**src/rtl/axi_wr_pkg.sv**
```systemverilog
// Shared types and constants for the multi-channel AXI write-done tracker.
package axi_wr_pkg;

  typedef enum logic [1:0] {
    IDLE    = 2'd0,
    AW_DONE = 2'd1,
    W_DONE  = 2'd2,
    RESP    = 2'd3
  } wr_state_e;

  localparam logic [1:0] RESP_OKAY   = 2'b00;
  localparam logic [1:0] RESP_SLVERR = 2'b10;

  localparam int unsigned MAX_CH  = 16;
  localparam int unsigned MAX_DLY = 8;

endpackage

```
**src/rtl/axi_wr_done_ch.sv**
```systemverilog
// One write channel: AW/W completion FSM, error latch, delayed done flags and a
// saturating completed-write counter.
module axi_wr_done_ch
  import axi_wr_pkg::*;
#(
  parameter int unsigned DLY   = 1,
  parameter int unsigned CNT_W = 8
) (
  input  logic             s_axi_aclk,
  input  logic             clr,
  input  logic             awvalid,
  output logic             awready,
  input  logic             wvalid,
  output logic             wready,
  input  logic             wr_slverr,
  output logic             bvalid,
  input  logic             bready,
  output logic [1:0]       bresp,
  output logic             awaddr_done,
  output logic             wdata_done,
  output logic             awaddr_done_dly,
  output logic             wdata_done_dly,
  output logic [CNT_W-1:0] wr_cnt
);

  wr_state_e        state_q, state_d;
  logic             err_q, err_d;
  logic [DLY-1:0]   aw_dly_q, w_dly_q;
  logic [CNT_W-1:0] cnt_q, cnt_d;
  logic             aw_hs, w_hs, b_hs;

  always_comb begin
    awready     = (state_q == IDLE) || (state_q == W_DONE);
    wready      = (state_q == IDLE) || (state_q == AW_DONE);
    awaddr_done = (state_q == AW_DONE) || (state_q == RESP);
    wdata_done  = (state_q == W_DONE) || (state_q == RESP);
    bvalid      = (state_q == RESP);
    // err_q cannot change while in RESP (awready is low), so bresp is stable.
    bresp       = (bvalid && err_q) ? RESP_SLVERR : RESP_OKAY;
  end

  assign aw_hs = awvalid & awready;
  assign w_hs  = wvalid & wready;
  assign b_hs  = bvalid & bready;

  always_comb begin
    state_d = state_q;
    unique case (state_q)
      IDLE: begin
        if (aw_hs && w_hs) begin
          state_d = RESP;
        end else if (aw_hs) begin
          state_d = AW_DONE;
        end else if (w_hs) begin
          state_d = W_DONE;
        end
      end
      AW_DONE: if (w_hs)   state_d = RESP;
      W_DONE:  if (aw_hs)  state_d = RESP;
      RESP:    if (bready) state_d = IDLE;
      default: state_d = IDLE;
    endcase
  end

  always_comb begin
    err_d = aw_hs ? wr_slverr : err_q;
    cnt_d = cnt_q;
    if (b_hs && (cnt_q != {CNT_W{1'b1}})) begin
      cnt_d = cnt_q + 1'b1;
    end
  end

  always_ff @(posedge s_axi_aclk) begin
    if (clr) begin
      state_q  <= IDLE;
      err_q    <= 1'b0;
      cnt_q    <= '0;
      aw_dly_q <= '0;
      w_dly_q  <= '0;
    end else begin
      state_q     <= state_d;
      err_q       <= err_d;
      cnt_q       <= cnt_d;
      aw_dly_q[0] <= awaddr_done;
      w_dly_q[0]  <= wdata_done;
      for (int i = 1; i < int'(DLY); i++) begin
        aw_dly_q[i] <= aw_dly_q[i-1];
        w_dly_q[i]  <= w_dly_q[i-1];
      end
    end
  end

  assign awaddr_done_dly = aw_dly_q[DLY-1];
  assign wdata_done_dly  = w_dly_q[DLY-1];
  assign wr_cnt          = cnt_q;

endmodule

```
**src/rtl/axi_wr_done_tracker.sv**
```systemverilog
// Multi-channel AXI write-done tracker; channel c serves register bank c and is
// cleared by the global reset or its own soft clear.
module axi_wr_done_tracker #(
  parameter int unsigned NUM_CH = 4,
  parameter int unsigned DLY    = 1,
  parameter int unsigned CNT_W  = 8
) (
  input  logic                    s_axi_aclk,
  input  logic                    s_axi_areset,
  input  logic [NUM_CH-1:0]       soft_clr,
  input  logic [NUM_CH-1:0]       awvalid,
  output logic [NUM_CH-1:0]       awready,
  input  logic [NUM_CH-1:0]       wvalid,
  output logic [NUM_CH-1:0]       wready,
  input  logic [NUM_CH-1:0]       wr_slverr,
  output logic [NUM_CH-1:0]       bvalid,
  input  logic [NUM_CH-1:0]       bready,
  output logic [2*NUM_CH-1:0]     bresp,
  output logic [NUM_CH-1:0]       awaddr_done,
  output logic [NUM_CH-1:0]       wdata_done,
  output logic [NUM_CH-1:0]       awaddr_done_dly,
  output logic [NUM_CH-1:0]       wdata_done_dly,
  output logic [CNT_W*NUM_CH-1:0] wr_cnt
);

  logic [NUM_CH-1:0] ch_clr;

  assign ch_clr = soft_clr | {NUM_CH{s_axi_areset}};

  for (genvar c = 0; c < NUM_CH; c++) begin : g_ch
    axi_wr_done_ch #(
      .DLY   (DLY),
      .CNT_W (CNT_W)
    ) u_ch (
      .s_axi_aclk      (s_axi_aclk),
      .clr             (ch_clr[c]),
      .awvalid         (awvalid[c]),
      .awready         (awready[c]),
      .wvalid          (wvalid[c]),
      .wready          (wready[c]),
      .wr_slverr       (wr_slverr[c]),
      .bvalid          (bvalid[c]),
      .bready          (bready[c]),
      .bresp           (bresp[2*c +: 2]),
      .awaddr_done     (awaddr_done[c]),
      .wdata_done      (wdata_done[c]),
      .awaddr_done_dly (awaddr_done_dly[c]),
      .wdata_done_dly  (wdata_done_dly[c]),
      .wr_cnt          (wr_cnt[CNT_W*c +: CNT_W])
    );
  end

endmodule

```
**config.mk**
```make
export PLATFORM = sky130hd
export DESIGN_NAME = axi_wr_done_tracker
export DESIGN_NICKNAME = d
export VERILOG_FILES = /design/src/rtl/axi_wr_pkg.sv /design/src/rtl/axi_wr_done_ch.sv /design/src/rtl/axi_wr_done_tracker.sv
export SDC_FILE = /design/constraint.sdc
export NUM_CORES = 1
export LEC_CHECK = 0
export CAP_MARGIN = 20
export CORE_AREA = 2 2 106 108
export CTS_CLUSTER_DIAMETER = 40
export CTS_CLUSTER_SIZE = 20
export DETAILED_ROUTE_END_ITERATION = 7
export DIE_AREA = 0 0 108 110
export PLACE_DENSITY = 0.55
export SETUP_SLACK_MARGIN = 0.3
export SYNTH_ARGS = -nofsm -noshare
export SYNTH_HDL_FRONTEND = slang
export SYNTH_SLANG_ARGS = --single-unit
```
**constraint.sdc**
```tcl
create_clock -name s_axi_aclk -period 2.1 [get_ports s_axi_aclk]
set_input_delay 0.315 -clock s_axi_aclk [delete_from_list [all_inputs] [get_ports s_axi_aclk]]
set_output_delay 0.315 -clock s_axi_aclk [all_outputs]
set_load 0.03 [all_outputs]
```
Word level (Yosys, flattened, before mapping)

Index checks and enable logic that the tools add are counted.

Output and inout bits: 68
Bits in registers: 52
Word-level logic and storage cells: 137

$add $sub $neg: 4
Reduce and logical (&&, ||, !) cells: 36
Equal/unequal tests: 32
Mux-type cells: 32
Bitwise operators: 13

Operators by type and width:

| operator            | count |
|---|---|
| $mux 2              | 28 |
| $add 8x1->8 const B | 4 |
| $ne 8x8->1 const B  | 4 |
| $pmux 2 s4          | 4 |
| $eq 2x2->1 const B  | 8 |
| $logic_or 1x1->1    | 16 |
| $ne 2x1->1 const B  | 8 |
| $ne 4x2->1 const B  | 4 |
| $reduce_and 4->1    | 4 |
| $and 1x1->1         | 12 |
| $logic_and 1x1->1   | 12 |
| $eq 2x1->1 const B  | 4 |
| $logic_not 2->1     | 4 |
| $ne 2x2->1 const B  | 4 |
| $or 4x4->4          | 1 |

Logic depth before layout (Yosys ltp)

Word-level depth: 7
Gate-level depth with buffers: 6

Hierarchy

From an unflattened synthesis, not the netlist that was laid out.

Cells, all modules: 332
Area total of the unflattened synthesis: 2,917.8 um^2

Modules (own cells, without submodules):

| module              | times used | sequential area each (um^2) | cells each | area each (um^2) |
|---|---|---|---|---|
| axi_wr_done_ch      | 4          | 260.2                       | 82         | 723.2 |
| axi_wr_done_tracker | 1          | 0.0                         | 4          | 25.0 |

Worst setup path after synthesis

Ideal clock, no wire load.

Kind: register to register
From: reg g_ch[1].u_ch.cnt_q[0]
To: reg g_ch[1].u_ch.cnt_q[1]
Data arrival time: 1.440 ns
Period minus slack after synthesis: 1.567 ns
Setup slack: 0.533 ns
Stages on the path, launching flop included: 6
Required time: 1.972 ns
Cells stage by stage: dfxtp_1 ha_1 nand4_1 o21ai_2 mux2i_1 nor2_1

Cells in the longest elaborated chain, start to end: 2

Ends and longest elaborated chain:

| item                                                | line                 | text |
|---|---|---|
| from (decl)                                         | axi_wr_done_ch.sv:29 | `logic [CNT_W-1:0] cnt_q, cnt_d;` |
| from (signal assigned)                              | axi_wr_done_ch.sv:83 | `cnt_q <= cnt_d;` |
| branches (longest 2 deep; another with $add 8x1->8) | n/a                  |  |

Several ways; the timed one is not identified.
A chain may end at the register's enable or synchronous reset.

Final worst setup path

From: reg g_ch[1].u_ch.state_q[0]
To: out awready[1]

Cells in the longest elaborated chain, start to end: 2

Ends and longest elaborated chain:

| item                                                 | line                      | text |
|---|---|---|
| from (decl)                                          | axi_wr_done_ch.sv:26      | `wr_state_e state_q, state_d;` |
| from (signal assigned)                               | axi_wr_done_ch.sv:81      | `state_q <= state_d;` |
| $eq 2x2->1 / $logic_not 2->1 (equally long branches) | axi_wr_done_ch.sv:33      | `awready = (state_q == IDLE) \|\| (state_q == W_DONE);` |
| $logic_or 1x1->1 *                                   | axi_wr_done_ch.sv:33      |  |
| to (decl)                                            | axi_wr_done_tracker.sv:12 | `output logic [NUM_CH-1:0] awready,` |

Mark *: on every way between the ends. The rest lies on a longest branch, timed or not.

==> impl_metrics.env <==
export IMPL_status="complete, no violations"
export IMPL_reg2reg_from="g_ch[1].u_ch.wr_cnt[0]"
export IMPL_gp_congestion=0.781
export IMPL_grt_usage_pct=11.8
export IMPL_cts_sinks=52
export IMPL_total_power_mw=2.22
export IMPL_wl_per_cell_um=12.6
export IMPL_n_antenna_cell=0
export IMPL_fp_dieH_um=110
export IMPL_area_delta_synth_final_pct=28.9
export IMPL_synth_top_area_share_pct=33.0
export IMPL_grt_start_max_net_pins=15
export IMPL_r2r_cells=5
export IMPL_finalWirelength_mm=7.13
export IMPL_period_needed_ps=1740
export IMPL_crit_start="g_ch[1].u_ch.state_q[0]"
export IMPL_hold_violations=0
export IMPL_drc=0
export IMPL_drt_iter0_markers=64
export IMPL_synth_seq_cells=52
export IMPL_fin_skew_ps=8.39
export IMPL_ant_nets=0
export IMPL_synth_top_flop_cell="dfxtp_1"
export IMPL_avgSynthCellArea_um2=8.74
export IMPL_cellPowerDensity_nw_per_um2=546
export IMPL_syn_inst=361
export IMPL_gr_total_overflow=0
export IMPL_htree_levels=2
export IMPL_rsz0062_at_grt="true"
export IMPL_cp_top_family="flip-flops"
export IMPL_hold_buffers=0
export IMPL_worstPathMaxFanout=5
export IMPL_vias=2674
export IMPL_power_leakage_nw=1.85
export IMPL_yosysTopAreaCell="dfxtp_1"
export IMPL_grt_pass1_vias=2480
export IMPL_timing_setup_tns_ps=0
export IMPL_synth_async_reset_ratio_pct=0
export IMPL_hp_start="g_ch[0].u_ch.err_q"
export IMPL_cts_tree="yes"
export IMPL_row_count=38
export IMPL_start_util_pct=29.5
export IMPL_fmax_mhz=576
export IMPL_finalCritPeriodShare_pct=82.7
export IMPL_io_buffers=85
export IMPL_critPathKind="flip-flop to output pin"
export IMPL_syn_cell_area_um2=3160
export IMPL_clk_latency_ps=300
export IMPL_whs_path_depth=2
export IMPL_cp_slowest_stage_delay_ps=370
export IMPL_ys_warnings_count=0
export IMPL_synth_edf_count=0
export IMPL_slowest_stage="dfxtp_2"
export IMPL_r2r_slack_ps=580
export IMPL_drive_gt1_share_pct=20.0
export IMPL_worst_path_buf_inv=2
export IMPL_min_to="g_ch[0].u_ch.err_q"
export IMPL_cts_root_buf="clkbuf_8"
export IMPL_first_pass_iters=4
export IMPL_via_per_inst=4.73
export IMPL_required_ps=1780
export IMPL_cp_cell_sequence="inv_1, ha_2, or2_2, buf_4"
export IMPL_ioPinCount=90
export IMPL_hold_path_class="flip-flop to flip-flop"
export IMPL_setup_viol=0
export IMPL_synth_area_leaders="dfxtp_1, ha_1, buf_4"
export IMPL_dieWidth_um=108
export IMPL_yosysMostFrequentCell="dfxtp_1"
export IMPL_cap_violations=0
export IMPL_clock_path_buffers=2
export IMPL_worstPathArrival_ps=1420
export IMPL_final_core_util_pct=38.0
export IMPL_ys_seq_area_share_pct=33.0
export IMPL_final_max_slew_viol_count=0
export IMPL_r2r_end="g_ch[1].u_ch.wr_cnt[1]"
export IMPL_vdd_drop_max_uv=228
export IMPL_final_nets=471
export IMPL_coreArea_um2=10700
export IMPL_crit_path_start_kind="flip-flop"
export IMPL_dieArea_um2=11900
export IMPL_yosys_top_cells_count="dfxtp_1, buf_4, nor2_1"
export IMPL_antenna_found_initial=0
export IMPL_ys_types=52
export IMPL_numCtsBuffers=5
export IMPL_end_kind="output pin"
export IMPL_dp_hpwl_mm=5.26
export IMPL_clkSlewWorstSetupHoldPaths_ps=100
export IMPL_grt_pass1_wl_mm=11.5
==> worst reg2reg max path: stages, from the launching register on <==
cell	delay (ps)
dfxtp_1	420
ha_1	270
nand4_1	240
o21ai_2	240
mux2i_1	200
nor2_1	50
==> where the power goes <==
part	total, mW	leakage, nW	switching, mW	internal (mW)
Sequential	1.03	0.424	0.0187	1.01
Combinational	0.567	1.37	0.320	0.247
Clock	0.622	0.0503	0.328	0.295
==> routing by layer <==
metal	routed length [µm]	global-route usage (%)	part of all wire, %	vias up
met5	0	0	0	-
met4	25	3.11	0.35	0
met3	346	2.82	4.9	2
met2	3350	19.6	47	56
met1	3410	15.4	48	1241
li1	-	-	-	1375
==> placed cells by master (no fill, tap or decap), types with 7 or more instances in the layout <==
| cell | Yosys | layout |
|---|---|---|
| nor3_1 | 12 | 12 |
| xor2_1 | 8 | 8 |
| nand3_1 | 11 | 11 |
| nand2_1 | 17 | 17 |
| nor2_1 | 27 | 27 |
| clkbuf_8 | 0 | 7 |
| buf_4 | 32 | 10 |
| dlymetal6s2s_1 | 0 | 11 |
| dfxtp_1 | 52 | 44 |
| mux2i_1 | 13 | 13 |
| a21oi_1 | 17 | 17 |
| inv_1 | 22 | 18 |
| ha_1 | 24 | 10 |
| dlygate4sd2_1 | 0 | 15 |
| ha_2 | 0 | 14 |
| a31oi_1 | 9 | 9 |
| dfxtp_2 | 0 | 8 |
| o21ai_0 | 7 | 7 |
| or2_2 | 14 | 14 |
| buf_2 | 1 | 7 |
| o211ai_1 | 7 | 7 |
| clkdlybuf4s50_1 | 0 | 39 |
==> logic make-up (layout without fill, tap and decap cells) <==
logic type / after synthesis / in the layout / synth area share [%]
fa+ha+maj: 24 / 24 / 9.52
flops: 52 / 52 / 33.0
other cells: 1 / 4 / 0.119
simple gates: 125 / 125 / 22.6
xor+xnor: 9 / 9 / 2.50
compound gates: 79 / 79 / 17.4
mux: 13 / 13 / 4.12
buf+inv: 58 / 119 / 10.7
==> flip-flops by register name, summed over array words and instances (netlist names) <==
| name | flops |
|---|---|
| g_ch.u_ch.wdata_done_dly | 4 |
| g_ch.u_ch.awaddr_done_dly | 4 |
| g_ch.u_ch.wr_cnt | 32 |
| g_ch.u_ch.err_q | 4 |
| g_ch.u_ch.state_q | 8 |
==> area by class of cell <==
class	count	area, µm²
fill	1119	6630
multi-input combinational	254	1820
sequential	52	1050
timing repair buffer	90	842
tap	140	175
clock buffer	7	96.3
inverter	22	82.6
==> stage by stage <==
| stage | hold WS [ps] | cell area [µm²] | instances | worst slack, ps |
|---|---|---|---|---|
| final | 494 | 4070 | 565 | 363 |
| after global routing | 526 | 4070 | 565 | 286 |
| after CTS | 500 | 4000 | 562 | 109 |
| after detailed placement | 477 | 3950 | 555 | 173 |
| after global placement | 468 | 3950 | 555 | 195 |
| after floorplan | 451 | 3170 | 364 | 533 |
==> worst max-delay path by stage <==
stage	endpoint	cells past startpoint
2_1_floorplan	g_ch[1].u_ch.wr_cnt[1]	5
3_3_place_gp	awready[3]	4
3_5_place_dp	awready[3]	4
4_1_cts	awready[3]	4
5_1_grt	awready[3]	4
6_report	awready[1]	4
==> what timing repair did <==
action / in CTS / in global routing
cloned: 0 / 0
setup endpoints to repair: 35 / 31
resized for setup: 97 / 54
pin swaps: 0 / 1
setup buffers: 0 / 3
(Power assumes the default switching activity.)
